===== config.mk =====
export PLATFORM = sky130hd
export DESIGN_NAME = vsub16_seq
export DESIGN_NICKNAME = d
export VERILOG_FILES = /design/src/rtl/vsub16_seq.sv
export SDC_FILE = /design/constraint.sdc
export NUM_CORES = 2
export LEC_CHECK = 0
export BUFFER_PORTS_ARGS = -buffer_cell sky130_fd_sc_hd__buf_2
export CORE_AREA = 5 5 306 308
export DETAILED_ROUTE_END_ITERATION = 10
export DIE_AREA = 0 0 311 313
export SKIP_LAST_GASP = 1
export SLEW_MARGIN = 15
export SYNTH_ARGS = -nofsm -noshare
export SYNTH_HDL_FRONTEND = slang
export SYNTH_SLANG_ARGS = --single-unit
export TNS_END_PERCENT = 5

===== constraint.sdc =====
create_clock -name clk -period 11.87 [get_ports clk]
set_input_delay 0 -clock clk [delete_from_list [all_inputs] [get_ports clk]]
set_output_delay 0 -clock clk [all_outputs]
set_load 0.03 [all_outputs]

===== src/rtl/vsub16_seq.sv =====
// vsub16_seq: multi-cycle signed vector subtractor, LPC lanes per clock, start/busy/done handshake
module vsub16_seq #(
    parameter int LANES = 16,
    parameter int W     = 16,
    parameter int LPC   = 4
) (
    input  logic               clk,
    input  logic               rst_n,
    input  logic               start,
    input  logic [LANES*W-1:0] A,
    input  logic [LANES*W-1:0] B,
    output logic [LANES*W-1:0] DiffV,
    output logic               V,
    output logic [LANES-1:0]   OvMask,
    output logic               busy,
    output logic               done
);
    localparam int N  = LANES / LPC;
    localparam int CW = N > 1 ? $clog2(N) : 1;

    typedef enum logic [1:0] {IDLE, RUN, DONE} state_t;

    state_t             state, state_nx;
    logic [LANES*W-1:0] a_q, b_q;
    logic [CW-1:0]      cnt;
    logic [LPC*W-1:0]   d_s;
    logic [LPC-1:0]     ov_s;
    logic               last;

    assign last = cnt == CW'(N - 1);

    for (genvar g = 0; g < LPC; g++) begin : g_lane
        logic [W-1:0] a_l, b_l, d_l;
        assign a_l = a_q[(int'(cnt) * LPC + g) * W +: W];
        assign b_l = b_q[(int'(cnt) * LPC + g) * W +: W];
        assign d_l = a_l + ~b_l + W'(1);
        assign d_s[g*W +: W] = d_l;
        assign ov_s[g] = (a_l[W-1] != b_l[W-1]) && (d_l[W-1] != a_l[W-1]);
    end

    // next state: accept in IDLE, sweep N slices in RUN, one DONE cycle
    always_comb begin
        state_nx = state == IDLE ? (start ? RUN : IDLE) :
                   state == RUN  ? (last ? DONE : RUN) : IDLE;
    end

    // state, operand capture, slice write-back and handshake flags
    always_ff @(posedge clk or negedge rst_n) begin
        if (!rst_n) begin
            state  <= IDLE;
            a_q    <= '0;
            b_q    <= '0;
            cnt    <= '0;
            DiffV  <= '0;
            V      <= 1'b0;
            OvMask <= '0;
            busy   <= 1'b0;
            done   <= 1'b0;
        end else begin
            state <= state_nx;
            case (state)
                IDLE: if (start) begin
                    a_q    <= A;
                    b_q    <= B;
                    V      <= 1'b0;
                    OvMask <= '0;
                    cnt    <= '0;
                    busy   <= 1'b1;
                end
                RUN: begin
                    DiffV[int'(cnt) * LPC * W +: LPC * W] <= d_s;
                    OvMask[int'(cnt) * LPC +: LPC]        <= ov_s;
                    V    <= V | (|ov_s);
                    cnt  <= cnt + CW'(1);
                    done <= last;
                end
                DONE: begin
                    done <= 1'b0;
                    busy <= 1'b0;
                end
                default: begin
                    done <= 1'b0;
                    busy <= 1'b0;
                end
            endcase
        end
    end
endmodule


==> metrics.cfg <==
[floorplanning]
fp.dieH_um=313
die-width_um=311
num_rows=111
die_area_um2=97300
core_um2=90800
io_pins=790
start_util=0.384

[run]
maxCapViolations=0

[drt]
drt-pass1-iter-count=7
drc_errors=0
route.vias.total=31500
wl_um=137000
avgViaCountPerCell=5.23
wire_per_inst_um=22.7
drtIter0Drc=3076
ant_nets=0

[cts]
tritoncts=done
path_clk_slew_ns=0.06
cts_sinks=791
root_buffer=clkbuf_16
insertion_delay_ns=0.65
cts-buffers-inserted=85
cts.path.max_buffers=3
cts-htree-levels=3

[critical_path]
critPathCaptureType=flip-flop
crit_slowest_cell=buf_4
worstPathArrival_ns=6.38
critPathKind=flip-flop to flip-flop
path_max_fanout=45
crit_path_cell_trace=buf_4 > buf_4 > mux4_2 > ha_1 > o21a_1 > o31a_1 > o211ai_1 > a211oi_1 > o211ai_1 > a21oi_1 > mux2i_1 > nand4_1 > a22o_1
critPathRequiredTime_ns=12.38
critPathLaunchType=flip-flop
slowest_delay_ns=0.83

[logic_synthesis]
yosys_most_used_dff=dfrtp_1
synth_cell_types=54
syn-cell-area_um2=34900
syn_nets=4092
ys_ff_latch=791
async_reset_ff_frac=1.00
synth_area_leaders=dfrtp_1, nand2_1, mux4_2
yosysSeqAreaShare=0.567
synth_top_area_cell=dfrtp_1
avgSynthCellArea_um2=9.94
syn_inst=3509
synth_edf_count=0
yosysWarnings=0
synth_top_cell_area_share=0.567

[sta]
period_needed_ns=5.87
fmax_mhz=170
slew_violations=0
fin_skew_ns=0.0216
worst_pin_slew_ns=1.21
finalCritPeriodShare=0.494
fin_hold_ws_ns=0.0169
rsz0062_at_grt=false
slew_headroom=0.191
hold_viol=0
setup_viol=0
finalSetupTns_ns=0

[global_route]
antenna_found_initial=14
grt_usage=0.274
grt_pass1_wl_um=205000
grt_max_degree=177
grt_overflow=0
grt_pass1_vias=32800

[place]
dp_hpwl_um=93700
gp_congestion=0.894
io_buffer_count=789
dp.cells=5322

[final_layout]
area_growth_pct=38.2
final_common_cell=nand2_1
final_cell_mix=nand2_1, dfrtp_1, buf_2
final_cells=6015
fillers=7913
regArea_um2=19800
multiInputGateArea_um2=14100
nets=5338
drive_gt1_frac=0.231

[run_status]
outcome=complete, no violations

[power_and_ir_drop]
ir_drop_v=0.000223
power.density_nw_per_um2=345
leakage_uw=0.0251

[hold_path]
min_path_type=input pin to async pin

cell type report:
cell class / count / share of cell area
flip-flops and latches: 791 / 0.411
multi-input cells: 2437 / 0.292
repair buffers: 1359 / 0.199
clock buffers: 115 / 0.0496
well taps: 1186 / 0.0308
clock inverters: 36 / 0.0111
inverters: 81 / 0.00631
diodes: 10 / 0.000519
worst max-delay path: cells and delay by family, from the launching register on:
kind	cells	cell delay (ns)
flops	1	0.79
fa+ha+maj	1	0.38
mux	2	1.18
compound gates	7	1.74
simple gates	1	0.15
buf+inv	2	1.40
final timing paths:
path,start,end,slack (ns),depth (start not counted)
worst max-delay path,cnt[0],V,6.00,13
min in group clk,B[162],b_q[162],0.08,4
worst min register to register,b_q[231],b_q[231],0.47,2
worst max register to register,cnt[0],V,6.00,13
worst min-delay path,rst_n,a_q[146],0.02,2
max in group asynchronous,rst_n,b_q[53],8.68,5
state kept, by name, summed over array words and instances (netlist names):
signal and flops:
DiffV 256, OvMask 16, V 1, a_q 256
b_q 256, busy 1, cnt 2, done 1
state 2
metal layers:
layer / global-route usage / vias up / share of wire
met5: 0 / - / 0.00029
met4: 0.157 / 6 / 0.067
met3: 0.0567 / 489 / 0.071
met2: 0.411 / 1508 / 0.44
met1: 0.373 / 15400 / 0.42
li1: - / 14100 / -
Yosys cell counts (3+ instances only):
| cell | n |
|---|---|
| nand2_1 | 1663 |
| dfrtp_1 | 791 |
| a22o_1 | 182 |
| clkbuf_1 | 179 |
| mux4_2 | 128 |
| o21ai_0 | 114 |
| inv_1 | 81 |
| ha_1 | 64 |
| nor2_1 | 55 |
| a21oi_1 | 35 |
| xnor2_1 | 34 |
| nor2b_1 | 19 |
| nor3_1 | 17 |
| buf_2 | 14 |
| a21o_1 | 11 |
| xor2_1 | 11 |
| nand3_1 | 10 |
| mux2i_1 | 9 |
| o21a_1 | 9 |
| buf_1 | 7 |
| o211ai_1 | 6 |
| or3_1 | 6 |
| a211oi_1 | 5 |
| fa_1 | 4 |
| nand2b_1 | 4 |
| nand4_1 | 4 |
| o31a_1 | 4 |
| o41ai_2 | 4 |
| o21bai_1 | 3 |
power breakdown:
part / internal [uW] / leakage (uW) / switching [uW]
clock network: 1660 / 0.00145 / 1160
registers: 3790 / 0.0102 / 715
logic: 3070 / 0.0135 / 6220
total: 8520 / 0.0251 / 8090
per-stage QoR:
stage               total power, uW  utilization  cell area [um^2]  worst slack (ns)
detailed placement            13500        0.440             39900              6.00
global route                  17600        0.531             48200              5.59
CTS                           16500        0.531             48200              5.98
finish                        16600        0.531             48200              6.00
floorplan                     10000            -             34900              7.71
global placement              13400        0.440             39900              6.10
timing repair:
item	4_1_cts	5_1_grt
buffers inserted	0	0
resized for setup	0	0
endpoints found under the hold margin	616	0
hold buffers	532	0
logic make-up after synthesis:
family                   synth area share
flip-flops                          0.567
AO/OA/AOI/OAI                      0.0826
adder cells (fa/ha/maj)            0.0252
multiplexers                       0.0852
XOR/XNOR                           0.0113
buffers and inverters              0.0307
AND/OR/NAND/NOR                     0.198
Power figures use the tool's default switching activity.
